--- config.mk ---
export PLATFORM = sky130hd
export DESIGN_NAME = axi_wr_arbiter
export DESIGN_NICKNAME = d
export VERILOG_FILES = /design/src/rtl/axi_pkg.sv /design/src/rtl/rr_arbiter.sv /design/src/rtl/axi_wr_arbiter.sv
export SDC_FILE = /design/constraint.sdc
export NUM_CORES = 1
export LEC_CHECK = 0
export ABC_AREA = 1
export ABC_CLOCK_PERIOD_IN_PS = 1500
export CAP_MARGIN = 5
export CORE_AREA = 3 3 113 115
export DETAILED_ROUTE_END_ITERATION = 10
export DIE_AREA = 0 0 116 118
export PLACE_DENSITY = 0.76
export REMOVE_ABC_BUFFERS = 1
export SLEW_MARGIN = 20
export SYNTH_ARGS = -nofsm -noshare
export SYNTH_HDL_FRONTEND = slang
export SYNTH_HIERARCHICAL = 1
export SYNTH_SLANG_ARGS = --single-unit
--- constraint.sdc ---
create_clock -name aclk -period 1.5 [get_ports aclk]
set_clock_uncertainty 0.1 [all_clocks]
set_input_delay 0.225 -clock aclk [delete_from_list [all_inputs] [get_ports aclk]]
set_output_delay 0.225 -clock aclk [all_outputs]
set_load 0.005 [all_outputs]
--- src/rtl/axi_pkg.sv ---
// Shared AXI3 write-path constants and arbiter FSM state type.
// Imported by the write arbiter and its round-robin picker.
package axi_pkg;

  localparam int ID_W  = 4;
  localparam int LEN_W = 4;

  localparam logic [1:0] BURST_FIXED = 2'b00;
  localparam logic [1:0] BURST_INCR  = 2'b01;
  localparam logic [1:0] BURST_WRAP  = 2'b10;

  localparam logic [1:0] RESP_OKAY   = 2'b00;
  localparam logic [1:0] RESP_EXOKAY = 2'b01;
  localparam logic [1:0] RESP_SLVERR = 2'b10;
  localparam logic [1:0] RESP_DECERR = 2'b11;

  localparam logic [3:0] AWCACHE_DEF = 4'b0011;
  localparam logic [2:0] AWPROT_DEF  = 3'b000;
  localparam logic [1:0] AWLOCK_DEF  = 2'b00;

  typedef enum logic [1:0] {
    IDLE,
    ADDR,
    DATA,
    RESP
  } state_t;

endpackage

--- src/rtl/rr_arbiter.sv ---
// Combinational round-robin picker: first requester after last_gnt.
// The caller registers the resulting one-hot grant.
module rr_arbiter #(
  parameter int N = 2
) (
  input  logic [N-1:0] req,
  input  logic [N-1:0] last_gnt,
  output logic [N-1:0] gnt
);

  localparam int IW = (N > 1) ? $clog2(N) : 1;

  logic [IW-1:0] w_last;
  logic [IW-1:0] w_pos;
  logic          w_found;

  always_comb begin
    w_last = '0;
    for (int i = 0; i < N; i++) begin
      if (last_gnt[i]) w_last = IW'(i);
    end
  end

  // Scan starts one past the previous winner and wraps.
  always_comb begin
    gnt     = '0;
    w_found = 1'b0;
    w_pos   = '0;
    for (int k = 1; k <= N; k++) begin
      w_pos = IW'((int'(w_last) + k) % N);
      if (!w_found && req[w_pos]) begin
        gnt[w_pos] = 1'b1;
        w_found    = 1'b1;
      end
    end
  end

endmodule

--- src/rtl/axi_wr_arbiter.sv ---
// Round-robin AXI3 write arbiter: one whole AW/W/B transaction
// per grant, WLAST regenerated from a beat counter.
module axi_wr_arbiter
  import axi_pkg::*;
#(
  parameter int NUM_M  = 2,
  parameter int ADDR_W = 32,
  parameter int DATA_W = 32
) (
  input  logic                       aclk,
  input  logic                       aresetn,
  input  logic [NUM_M*ADDR_W-1:0]    s_awaddr,
  input  logic [NUM_M*4-1:0]         s_awid,
  input  logic [NUM_M*4-1:0]         s_awlen,
  input  logic [NUM_M*3-1:0]         s_awsize,
  input  logic [NUM_M*2-1:0]         s_awburst,
  input  logic [NUM_M-1:0]           s_awvalid,
  output logic [NUM_M-1:0]           s_awready,
  input  logic [NUM_M*DATA_W-1:0]    s_wdata,
  input  logic [NUM_M*DATA_W/8-1:0]  s_wstrb,
  input  logic [NUM_M-1:0]           s_wlast,
  input  logic [NUM_M-1:0]           s_wvalid,
  output logic [NUM_M-1:0]           s_wready,
  output logic [3:0]                 s_bid,
  output logic [1:0]                 s_bresp,
  output logic [NUM_M-1:0]           s_bvalid,
  input  logic [NUM_M-1:0]           s_bready,
  output logic [ADDR_W-1:0]          m_awaddr,
  output logic [3:0]                 m_awid,
  output logic [3:0]                 m_awlen,
  output logic [2:0]                 m_awsize,
  output logic [1:0]                 m_awburst,
  output logic [3:0]                 m_awcache,
  output logic [2:0]                 m_awprot,
  output logic [1:0]                 m_awlock,
  output logic                       m_awvalid,
  input  logic                       m_awready,
  output logic [DATA_W-1:0]          m_wdata,
  output logic [DATA_W/8-1:0]        m_wstrb,
  output logic [3:0]                 m_wid,
  output logic                       m_wlast,
  output logic                       m_wvalid,
  input  logic                       m_wready,
  input  logic [3:0]                 m_bid,
  input  logic [1:0]                 m_bresp,
  input  logic                       m_bvalid,
  output logic                       m_bready,
  output logic [NUM_M-1:0]           gnt,
  output logic                       busy,
  output logic                       wlast_err
);

  localparam int IW = $clog2(NUM_M);
  localparam int SW = DATA_W / 8;

  state_t           r_state;
  state_t           w_next;
  logic [NUM_M-1:0] r_gnt;
  logic [NUM_M-1:0] r_last_gnt;
  logic [NUM_M-1:0] w_arb_gnt;
  logic [LEN_W-1:0] r_len;
  logic [LEN_W-1:0] r_beat;
  logic [ID_W-1:0]  r_id;
  logic             r_wlast_err;
  logic [IW-1:0]    w_idx;
  logic             w_aw_hs;
  logic             w_w_hs;
  logic             w_b_hs;

  rr_arbiter #(.N(NUM_M)) u_rr (
    .req      (s_awvalid),
    .last_gnt (r_last_gnt),
    .gnt      (w_arb_gnt)
  );

  always_comb begin
    w_idx = '0;
    for (int i = 0; i < NUM_M; i++) begin
      if (r_gnt[i]) w_idx = IW'(i);
    end
  end

  assign m_awaddr  = s_awaddr[w_idx*ADDR_W +: ADDR_W];
  assign m_awid    = s_awid[w_idx*ID_W +: ID_W];
  assign m_awlen   = s_awlen[w_idx*LEN_W +: LEN_W];
  assign m_awsize  = s_awsize[w_idx*3 +: 3];
  assign m_awburst = s_awburst[w_idx*2 +: 2];
  assign m_awcache = AWCACHE_DEF;
  assign m_awprot  = AWPROT_DEF;
  assign m_awlock  = AWLOCK_DEF;
  assign m_wdata   = s_wdata[w_idx*DATA_W +: DATA_W];
  assign m_wstrb   = s_wstrb[w_idx*SW +: SW];
  assign m_wid     = r_id;
  assign s_bid     = m_bid;
  assign s_bresp   = m_bresp;

  // Every valid/ready path is qualified by phase, so W never leaks early.
  assign m_awvalid = (r_state == ADDR) && s_awvalid[w_idx];
  assign m_wvalid  = (r_state == DATA) && s_wvalid[w_idx];
  assign m_wlast   = (r_state == DATA) && (r_beat == r_len);
  assign m_bready  = (r_state == RESP) && s_bready[w_idx];

  assign s_awready = r_gnt & {NUM_M{(r_state == ADDR) && m_awready}};
  assign s_wready  = r_gnt & {NUM_M{(r_state == DATA) && m_wready}};
  assign s_bvalid  = r_gnt & {NUM_M{(r_state == RESP) && m_bvalid}};

  assign w_aw_hs = m_awvalid && m_awready;
  assign w_w_hs  = m_wvalid && m_wready;
  assign w_b_hs  = (r_state == RESP) && m_bvalid && m_bready;

  assign gnt       = r_gnt;
  assign busy      = (r_state != IDLE);
  assign wlast_err = r_wlast_err;

  always_ff @(posedge aclk) begin
    if (!aresetn) r_state <= IDLE;
    else          r_state <= w_next;
  end

  always_comb begin
    w_next = r_state;
    unique case (r_state)
      IDLE:    if (|s_awvalid)         w_next = ADDR;
      ADDR:    if (w_aw_hs)            w_next = DATA;
      DATA:    if (w_w_hs && m_wlast)  w_next = RESP;
      RESP:    if (w_b_hs)             w_next = IDLE;
      default:                         w_next = IDLE;
    endcase
  end

  always_ff @(posedge aclk) begin
    if (!aresetn) begin
      r_gnt       <= '0;
      r_last_gnt  <= {1'b1, {(NUM_M-1){1'b0}}};
      r_len       <= '0;
      r_id        <= '0;
      r_beat      <= '0;
      r_wlast_err <= 1'b0;
    end else begin
      if (r_state == IDLE && |s_awvalid) r_gnt <= w_arb_gnt;
      if (w_aw_hs) begin
        r_len  <= m_awlen;
        r_id   <= m_awid;
        r_beat <= '0;
      end
      if (w_w_hs) begin
        r_beat <= r_beat + LEN_W'(1);
        if (s_wlast[w_idx] != m_wlast) r_wlast_err <= 1'b1;
      end
      if (w_b_hs) begin
        r_last_gnt <= r_gnt;
        r_gnt      <= '0;
      end
    end
  end

endmodule

==> summary.txt, run 1 <==
Timing
  – Min Hold Slack: 0.350 ns
  – Highest Clock Rate: 570 MHz
  – Slew Viols, Final: 0
  – Unrepaired setup endpoints after global routing: true
  – Setup Viol. Count Final: 102
  – Minimum clock period: 1.75 ns
  – Tcrit/Tclk final: 1.17
  – Worst Slack Setup Final: -0.255 ns
  – Hold Violations, Final: 0

Clocking
  – Clk Latency, worst-skew pair: 0.25 ns
  – TritonCTS clock tree: done
  – Clk sinks: 18
  – Reg clk slew, reported paths: 0.05 ns
  – Clk root buf: clkbuf_16
  – CTS buffer count: 3
  – Clock tree buffer depth: 2
  – H-tree depth: 1

Routing
  – Post-route ant nets: 0
  – Wirelength per Cell: 13.8 µm
  – Via count: 4,037
  – Iter 0 DRT Violations: 64
  – WL final: 13.2 mm
  – DRC: 0
  – DR vias/cell: 4.21
  – Drt first pass iters: 4

Placement
  – Port buffer count: 273
  – Post-DP HPWL: 9.84 mm
  – Post-DP Area: 5530 µm²
  – GP Congestion: 0.841

Pwr
  – Pwr/cell area: 750 nW/µm²
  – Sw frac: 0.375
  – Pwr Total: 4.90 mW
  – Worst vdd ir: 453 µV
  – Sw power: 1.84 mW
  – Comb pwr share: 0.746
  – Sequential share of power: 0.131
  – Clock share of power: 0.123
  – Static Leakage: 3.37 nW
  – Internal Power: 3.06 mW

Synth
  – Mean Syn Cell Area: 5.00 µm²
  – Yosys warns: 6
  – Synthesized area: 2250 µm²
  – Gate Count Post-Synth: 450

Worst setup path
  – CP max-delay cell: dfxtp_4
  – Arr. time, crit path: 1.43 ns
  – Crit Path Max Fanout: 8
  – Most common cell on crit path: nand2_1
  – CP startpoint: gnt[1]$_SDFFE_PP0P_
  – Critical path class: reg -> out
  – Critical-path cell list: clkinv_8 > buf_8 > buf_6 > clkbuf_16 > nand2_1 > nand2_1 > buf_2
  – Critical Path End Type: primary output
  – Startpoint types: register
  – Reg2Reg Launch Point: gnt[1]$_SDFFE_PP0P_
  – CP peak stage delay: 0.46 ns
  – CP required: 1.17 ns

GRT
  – Largest net degree at the start of global routing: 31
  – Grt ovf: 0
  – Vias in the first global route: 3,718
  – All-Layer GR Usage: 0.160
  – Initial antenna violation count: 0
  – First-pass GRT wire length: 17.7 mm

Hold path
  – Hold path start: m_bid[2]
  – Worst Hold Class: in -> out

Cells and area
  – Layout cells sized above 1: 0.407
  – Area Growth Syn to Fin: 190%
  – Final net count: 1,001
  – Fin util: 0.548
  – Final instance area: 6530 µm²
  – FILL cells: 1,118
  – Antenna Cells: 0

Floorplanning
  – # IOs: 295
  – Die area: 13,700 µm²
  – Die height: 118 µm
  – Core Area: 11,900 µm²
  – Chip Width: 116 µm
  – Starting density of the core: 0.189
  – Row count: 40

Job
  – Max Cap Viol: 0

Outcome
  – Failing checks: negative setup slack
  – Status: complete, but fails checks
-- sequential cells by signal, indices dropped and copies added, names as in the netlist --
name	flops
gnt	2
m_wid	4
r_beat	4
r_last_gnt	1
r_len	4
r_state	2
wlast_err	1
-- cell type report --
cell class,instances,area [µm²],share of cell area
timing repair buffer,388,3690,0.565
multi-input combinational,374,2040,0.312
sequential,18,377,0.0577
tap,147,184,0.0282
inverter,28,140,0.0215
clock buffer,4,88.8,0.0136
timing repair inverter,1,11.3,0.00173
-- metal layers --
metal,up-vias,global-route usage,wire [µm]
met3,17,0.0519,1090
met4,0,0.0283,176
met5,-,0,0
li1,2063,-,-
met1,1800,0.167,4640
met2,157,0.309,7330
-- power groups by stage --
stage / Combinational [mW] / Clock, mW / Sequential (mW)
after detailed placement: 2.85 / 0 / 0.601
after CTS: 3.04 / 0.607 / 0.613
final: 3.65 / 0.601 / 0.640
after floorplan: 0.883 / 0 / 0.646
after global routing: 3.98 / 0.632 / 0.648
after global placement: 2.84 / 0 / 0.598
-- metrics by stage --
stage,setup slack [ns],setup TNS [ns],instances
floorplan,-1.65,-134.21,420
global placement,-0.374,-17.84,901
detailed placement,-0.391,-18.49,901
CTS,-0.465,-23.10,918
global route,-0.323,-20.24,960
finish,-0.255,-14.75,960
-- timing repair --
item                                    in CTS  in global routing
gates cloned                                 2                  5
hold buffers                                 0                  0
endpoints found under the setup margin     106                111
endpoints found under the hold margin        0                  0
resized for setup                          211                297
setup buffers                               13                 40
pin swaps                                    8                 54
-- worst paths after layout --
check        slack (ns)  cells after the start                endpoint
max               -0.25                      7             m_wdata[27]
min                0.35                      0                s_bid[2]
max reg2reg       -0.22                     12  r_beat[0]$_SDFFE_PN0P_
min reg2reg        0.37                      2  r_beat[3]$_SDFFE_PN0P_
-- critical path, delay by kind of cell, from the launching register on --
family	cells	cell delay (ns)
AND/OR/NAND/NOR	2	0.09
buffers and inverters	5	0.62
flip-flops	1	0.46
-- cells in the final DEF, fill, tap and decap left out, drive strengths merged --
cell type	n
nand2	296
clkdlybuf4s50	177
buf	171
inv	28
clkbuf	27
a21oi	19
dfxtp	18
dlymetal6s2s	16
nor2	16
nand3	10
conb	9
o21ai	7
ha	6
nor3	5
xor2	2
clkinv	1
a21boi	1
nand3b	1
o211ai	1
nand4	1
dlygate4sd2	1
Power figures use the tool's default switching activity.
==> run 2: changes to the inputs <==
PLACE_DENSITY = not set   (was 0.76)
PLACE_DENSITY_LB_ADDON = 0.2   (was not set)
==> run 2 against run 1 <==
The run still ends with negative setup slack left. Critical path depth is 1 lower. Power is 2.6% higher. Clock power is 2% lower. Via count is 3.3% higher. Maximum frequency is 2.4% higher. Clock-buffer cell count stayed put. Sequential share of layout area is 0.31 points lower. Utilization is 2.3 points higher. Die area stayed put.
==> summary.txt, run 2 (same netlist as run 1, synthesis figures left out) <==
Outcome
  – Status: complete, but fails checks
  – Failing checks: negative setup slack

Routing
  – Iter 0 DRT Violations: 100
  – Met3 wire length: 1.45 mm
  – DRC: 0
  – WL final: 15.1 mm
  – Via count: 4,170
  – WL met1: 5.13 mm
  – Drt first pass iters: 4
  – Wirelength per Cell: 15.7 µm
  – Post-route ant nets: 0
  – Max Used Layer: met5
  – DR vias/cell: 4.32
  – Met2 wire len: 8.14 mm

Worst setup path
  – Top Family by Delay on Critical Path: buffers and inverters
  – CP peak stage delay: 0.45 ns
  – Arr. time, crit path: 1.39 ns
  – Startpoint types: register
  – Buffers & Inverters on Critical Path: 4
  – Total stage count of the critical path: 6
  – CP required: 1.17 ns
  – CP startpoint: gnt[1]$_SDFFE_PP0P_
  – Reg2reg end: r_state[1]$_SDFFE_PN0P_
  – Crit Path Max Fanout: 5
  – End of the critical path: m_awvalid
  – Reg2Reg Launch Point: gnt[1]$_SDFFE_PP0P_
  – CP max-delay cell: dfxtp_4
  – R2R depth: 12
  – Critical path class: reg -> out
  – Reg2reg setup slack: -0.18 ns
  – Critical Path End Type: primary output
  – Critical-path cell list: buf_12 > buf_6 > nand2_4 > buf_4 > a21oi_4 > buf_2

GRT
  – Largest net degree at the start of global routing: 15
  – Vias in the first global route: 4,143
  – First-pass GRT wire length: 21.0 mm
  – Grt ovf: 0
  – Initial antenna violation count: 1
  – All-Layer GR Usage: 0.194

Clocking
  – Clock tree buffer depth: 2
  – Clk sinks: 18
  – CTS buffer count: 3
  – H-tree depth: 1
  – Clk root buf: clkbuf_16
  – TritonCTS clock tree: done
  – Post-CTS Hold Fix Bufs: 0
  – Reg clk slew, reported paths: 0.05 ns
  – Clk Latency, worst-skew pair: 0.25 ns

Cells and area
  – Most frequent cells in the layout: 179 x clkdlybuf4s50_1, 169 x nand2_1, 89 x nand2_2
  – FILL cells: 1,136
  – Fin cells: 965
  – Final net count: 1,005
  – Area Growth Syn to Fin: 202%
  – Most common cell after layout, fill and taps aside: clkdlybuf4s50_1
  – Layout cells sized above 1: 0.486

Hold path
  – Worst Hold Class: reg -> reg

Floorplanning
  – Row count: 40
  – Starting density of the core: 0.189
  – Chip Width: 116 µm
  – # IOs: 295
  – Die height: 118 µm
  – Core Area: 11,900 µm²
  – Die area: 13,700 µm²

Pwr
  – Sw power: 1.93 mW
  – Comb pwr share: 0.759
  – Sequential share of power: 0.124
  – Pwr/cell area: 739 nW/µm²
  – Static Leakage: 3.35 nW
  – Clock share of power: 0.117
  – Sw frac: 0.383
  – Pwr Total: 5.02 mW
  – Internal Power: 3.10 mW
  – Worst vdd ir: 594 µV

Timing
  – Hold Violations, Final: 0
  – Minimum clock period: 1.71 ns
  – Tcrit/Tclk final: 1.14
  – Worst Slack Setup Final: -0.214 ns
  – Slew Viols, Final: 0
  – TNS Setup: -10.20 ns
  – Setup Viol. Count Final: 103
  – Highest Clock Rate: 583 MHz
  – Unrepaired setup endpoints after global routing: true

Placement
  – Cell count after placement: 895
  – GP Congestion: 0.804
  – Post-DP HPWL: 10.9 mm
  – Port buffer count: 273

Job
  – Max Cap Viol: 0
run 2: through the flow:
stage	hold WS (ns)	cell area (µm²)	setup slack (ns)	util
2_1_floorplan	0.224	2040	-1.65	-
3_3_place_gp	0.339	5530	-0.325	0.464
3_5_place_dp	0.345	5530	-0.334	0.464
4_1_cts	0.350	6250	-0.253	0.525
5_1_grt	0.350	6800	-0.276	0.571
6_report	0.348	6800	-0.214	0.571
run 2: final cells by class:
| class | count | area [µm²] | share of cell area |
|---|---|---|---|
| Antenna cell | 1 | 2.50 | 0.000368 |
| Clock buffer | 4 | 88.8 | 0.0131 |
| Timing Repair Buffer | 393 | 3750 | 0.552 |
| Tap cell | 147 | 184 | 0.0270 |
| Inverter | 28 | 125 | 0.0184 |
| Sequential cell | 18 | 372 | 0.0546 |
| Multi-Input combinational cell | 374 | 2280 | 0.335 |
run 2: worst min path at each step:
stage | to | cells after the start | slack, ns | from
floorplan | r_last_gnt[1]$_SDFFE_PN1P_ | 1 | 0.22 | aresetn
global placement | wlast_err$_SDFFE_PN0P_ | 2 | 0.34 | wlast_err$_SDFFE_PN0P_
detailed placement | wlast_err$_SDFFE_PN0P_ | 2 | 0.34 | wlast_err$_SDFFE_PN0P_
CTS | s_bid[2] | 0 | 0.35 | m_bid[2]
global route | s_bid[2] | 0 | 0.35 | m_bid[2]
finish | wlast_err$_SDFFE_PN0P_ | 2 | 0.35 | wlast_err$_SDFFE_PN0P_
run 2: worst reg2reg max path: cells and delay by family (launching register included):
family	cells	cell delay, ns
simple gates	9	0.67
buf+inv	3	0.36
flops	1	0.45
run 2: timing repair:
action,CTS,global route
setup buffers,62,16
gates cloned,5,3
resized for setup,492,191
pin swaps,43,48
endpoints found under the setup margin,109,110
run 2: power groups by stage:
stage / logic, mW / clock network (mW) / registers (mW)
final: 3.81 / 0.586 / 0.625
after detailed placement: 2.86 / 0 / 0.597
after CTS: 3.43 / 0.601 / 0.618
after global placement: 2.81 / 0 / 0.590
after global routing: 4.13 / 0.618 / 0.630
after floorplan: 0.883 / 0 / 0.646
run 2: routing by layer:
metal | vias up | global-route usage
met2 | 177 | 0.368
li1 | 2067 | -
met1 | 1891 | 0.197
met3 | 33 | 0.0720
met5 | - | 0
met4 | 2 | 0.0413
==> run 3: changes to the inputs <==
CORE_AREA = 2 2 116 118   (was 3 3 113 115)
CTS_CLUSTER_DIAMETER = 50   (was not set)
DIE_AREA = 0 0 118 120   (was 0 0 116 118)
==> run 3 against run 2 <==
The run still ends with negative setup slack left. Register-to-register slack worse by 0.15 ns. Highest routed layer is now met4. Cell count rose by 3.2%. Largest cell class unchanged. Utilization is 3.5 points lower. Wire length hardly changed. Critical path type unchanged.
==> summary.txt, run 3 (same netlist as run 1, synthesis figures left out) <==
Clocking
  – CTS buffer count: 3
  – Clk Latency, worst-skew pair: 0.26 ns
  – H-tree depth: 1
  – TritonCTS clock tree: done
  – Post-CTS Hold Fix Bufs: 0
  – Clock tree buffer depth: 2
  – Reg clk slew, reported paths: 0.06 ns
  – Clk root buf: clkbuf_16
  – Clk sinks: 18

Worst setup path
  – Startpoint types: register
  – Critical path class: reg -> out
  – CP required: 1.17 ns
  – Crit Path Max Fanout: 5
  – Arr. time, crit path: 1.58 ns
  – Reg2Reg Launch Point: gnt[1]$_SDFFE_PP0P_
  – CP startpoint: gnt[1]$_SDFFE_PP0P_
  – R2R depth: 12
  – Critical Path End Type: primary output
  – Reg2reg end: r_beat[2]$_SDFFE_PN0P_
  – End of the critical path: m_awid[1]
  – Reg2reg setup slack: -0.33 ns

Timing
  – TNS Setup: -23.00 ns
  – Hold Violations, Final: 0
  – Worst Slack Setup Final: -0.402 ns
  – Slew Viols, Final: 0
  – Tcrit/Tclk final: 1.27
  – Worst-Margin Slew: 0.502 ns
  – Setup Viol. Count Final: 109
  – Slew headroom: 0.664
  – Unrepaired setup endpoints after global routing: true
  – Minimum clock period: 1.90 ns
  – Highest Clock Rate: 526 MHz

Routing
  – Wirelength per Cell: 15.2 µm
  – Via count: 4,222
  – Drt first pass iters: 4
  – DRC: 0
  – Iter 0 DRT Violations: 124
  – DR vias/cell: 4.24
  – WL final: 15.1 mm
  – Post-route ant nets: 0

Cells and area
  – Register area: 369 µm²
  – Final net count: 1,007
  – Area of the multi-input gates: 2240 µm²
  – Most common cell after layout, fill and taps aside: clkdlybuf4s50_1
  – Area Growth Syn to Fin: 209%
  – Fin cells: 996
  – Fin util: 0.536
  – Layout cells sized above 1: 0.486
  – FILL cells: 1,263
  – Final instance area: 6950 µm²
  – Most frequent cells in the layout: 178 x clkdlybuf4s50_1, 167 x nand2_1, 102 x nand2_2

Floorplanning
  – Row count: 42
  – Chip Width: 118 µm
  – Core Area: 13,000 µm²
  – # IOs: 295
  – Starting density of the core: 0.173
  – Die height: 120 µm
  – Die area: 14,200 µm²

GRT
  – Met3 GRT Util: 0.0428
  – Routing usage on met2: 0.371
  – Vias in the first global route: 4,002
  – Largest net degree at the start of global routing: 24
  – First-pass GRT wire length: 20.7 mm
  – Gr busiest metal: met2
  – GR Layer Usage met1: 0.190
  – Initial antenna violation count: 1
  – Grt ovf: 0
  – All-Layer GR Usage: 0.186

Hold path
  – Hold path start: m_bid[0]
  – Worst Hold Class: in -> out

Pwr
  – Worst vdd ir: 439 µV
  – Static Leakage: 3.37 nW
  – Pwr/cell area: 756 nW/µm²

Placement
  – Port buffer count: 273
  – GP Congestion: 0.842
  – Cell count after placement: 921
  – Post-DP Area: 5450 µm²
  – Post-DP HPWL: 10.2 mm
  – Worst slack at placement: -0.449 ns

Outcome
  – Status: complete, but fails checks
  – Failing checks: negative setup slack

Job
  – Max Cap Viol: 0
[run 3: cell types whose count changed in the layout (fill, tap and decap cells not counted), sizes merged]
cell,before,now
buf,209,210
bufbuf,0,1
clkdlybuf4s50,179,178
dlymetal6s2s,0,1
[run 3: worst min-delay path by stage]
stage	slack, ns	cells after the start	end
2_1_floorplan	0.22	1	r_last_gnt[1]$_SDFFE_PN1P_
3_3_place_gp	0.35	0	s_bid[0]
3_5_place_dp	0.35	0	s_bid[0]
4_1_cts	0.35	0	s_bid[0]
5_1_grt	0.35	0	s_bresp[1]
6_report	0.35	0	s_bid[0]
[run 3: timing repair]
| action | 4_1_cts | 5_1_grt |
|---|---|---|
| setup endpoints to repair | 106 | 111 |
| gates cloned | 10 | 3 |
| buffers inserted | 48 | 19 |
| gates resized for setup | 505 | 172 |
| pin swaps | 28 | 44 |
[run 3: critical path: stages (launching register included)]
cell and delay, ns:
dfxtp_4 0.36, buf_12 0.12, buf_12 0.12, buf_12 0.12
buf_16 0.13, buf_4 0.13, buf_6 0.10, nand2_2 0.05
nand2_2 0.06, buf_2 0.12
[run 3: final cells by class]
cell class | instances | share of cell area
diodes | 1 | 0.000360
clock buffers | 4 | 0.0128
inverters | 28 | 0.0185
multi-input cells | 374 | 0.322
flip-flops and latches | 18 | 0.0531
well taps | 176 | 0.0317
repair buffers | 395 | 0.562
[run 3: report_power, final]
group	leakage [nW]	internal (mW)	switching, mW
clock network	0.0442	0.407	0.209
logic	3.18	2.31	1.73
registers	0.148	0.550	0.0559
total	3.37	3.26	1.99
[run 3: layer usage]
metal | routed length, µm | vias up
li1 | - | 2075
met1 | 5370 | 1945
met2 | 8430 | 173
met3 | 942 | 29
met4 | 388 | 0
met5 | 0 | -
[run 3: stage by stage]
| step | hold WS (ns) | total power, mW |
|---|---|---|
| after floorplan | 0.224 | 1.53 |
| after global placement | 0.350 | 3.35 |
| after detailed placement | 0.350 | 3.37 |
| after CTS | 0.350 | 4.70 |
| after global routing | 0.350 | 5.57 |
| final | 0.350 | 5.26 |
==> variant (flow settings as in run 3) <==
The 4 states of `state_t` get a one-hot encoding in 4 bits.
--- a/src/rtl/axi_pkg.sv
+++ b/src/rtl/axi_pkg.sv
@@ -19,9 +19,9 @@
   localparam logic [1:0] AWLOCK_DEF  = 2'b00;
 
-  typedef enum logic [1:0] {
-    IDLE,
-    ADDR,
-    DATA,
-    RESP
+  typedef enum logic [3:0] {
+    IDLE = 4'b0001,
+    ADDR = 4'b0010,
+    DATA = 4'b0100,
+    RESP = 4'b1000
   } state_t;
 
Check against the original RTL: no difference found for any inputs over 4 cycles, from zero or initial values and one cycle with aresetn low; so few cycles prove little.
==> variant against run 3 <==
  * The run still ends with setup timing left
  * Cell area grew 4.6%
  * Synthesized area decreased by 0.11%
  * Global-route usage is 1.8 points higher
  * Synthesized cell count fell by 0.44%
  * Count of clock-buffer cells in the layout did not move
  * Hold slack hardly changed
  * Cell count up 1.0%
  * Core utilization up 2.4 points
  * Sequential share of layout area grew 0.32 points
  * Power down 7.7%
  * Routed wire length up 3.3%
  * Sequential cell count up 2
  * Fmax grew 9.6%
  * Setup slack improved by 0.17 ns
  * Critical endpoint is now r_state[0]
  * Largest power group unchanged
==> variant: results <==
<?xml version="1.0" encoding="UTF-8"?>
<metrics>
  <group name="placement">
    <metric name="gp_congestion" unit="">0.888</metric>
    <metric name="place.detailed.instances" unit="">918</metric>
    <metric name="place_ws" unit="ns">-0.396</metric>
    <metric name="hpwl" unit="mm">9.85</metric>
    <metric name="placedInstanceArea" unit="mm²">0.00544</metric>
  </group>
  <group name="power_and_ir_drop">
    <metric name="sequentialPower" unit="µW">593</metric>
    <metric name="power.leakage" unit="µW">0.00363</metric>
    <metric name="vdd.ir_drop.worst" unit="µV">396</metric>
    <metric name="power_switching_share" unit="%">36.0</metric>
    <metric name="comb_power_share" unit="%">74.7</metric>
  </group>
  <group name="route">
    <metric name="finalWirelength" unit="mm">15.6</metric>
    <metric name="first_iter_violations" unit="">123</metric>
  </group>
  <group name="final_layout">
    <metric name="post_route_cells_drive_above_1_share" unit="%">52.7</metric>
    <metric name="antennaDiodeCount" unit="">0</metric>
  </group>
  <group name="worst_setup_path">
    <metric name="critical_path_arrival" unit="ns">1.83</metric>
    <metric name="r2r-end" unit="">r_state[0]</metric>
    <metric name="max_stage_delay" unit="ns">0.42</metric>
  </group>
  <group name="global_route">
    <metric name="grt_first_pass_wirelength" unit="mm">22.8</metric>
    <metric name="grt_max_degree" unit="">14</metric>
    <metric name="groute.layer.met3.usage" unit="%">4.90</metric>
    <metric name="grt_antenna_before_repair" unit="">0</metric>
    <metric name="grtUsageTotal" unit="%">20.3</metric>
    <metric name="grt.met2_usage" unit="%">41.1</metric>
    <metric name="first_global_vias" unit="">4484</metric>
    <metric name="global_route.usage.met1" unit="%">19.7</metric>
  </group>
  <group name="status">
    <metric name="violations" unit="">setup timing</metric>
    <metric name="status" unit="">complete, but fails checks</metric>
  </group>
  <group name="sta">
    <metric name="fin_ws" unit="ns">-0.236</metric>
    <metric name="worst_hold_slack" unit="ns">0.350</metric>
    <metric name="setup_violations" unit="">110</metric>
  </group>
  <group name="worst_hold_path">
    <metric name="hp-start" unit="">m_bid[1]</metric>
  </group>
</metrics>
==> variant: cell type report <==
type | instances | area [µm²]
well taps | 176 | 220
inverters | 29 | 121
clock buffers | 4 | 88.8
flip-flops and latches | 20 | 409
repair buffers | 405 | 4080
multi-input cells | 372 | 2350
fillers | 1228 | 5710
==> variant: worst max-delay path by stage <==
stage | start | end | slack [ns] | cells past startpoint
6_report | gnt[1] | r_state[0] | -0.24 | 11
3_5_place_dp | s_awvalid[1] | m_awvalid | -0.40 | 6
3_3_place_gp | s_awvalid[1] | m_awvalid | -0.42 | 6
2_1_floorplan | gnt[1] | r_beat[2] | -1.97 | 8
4_1_cts | gnt[1] | s_awready[1] | -0.25 | 7
5_1_grt | r_state[0] | r_state[0] | -0.31 | 12
==> variant: metal layers <==
| metal | vias to the layer above | share of wire (%) |
|---|---|---|
| li1 | 2100 | - |
| met1 | 1965 | 34 |
| met2 | 151 | 57 |
| met3 | 34 | 5.9 |
| met4 | 0 | 3.2 |
| met5 | - | 0 |
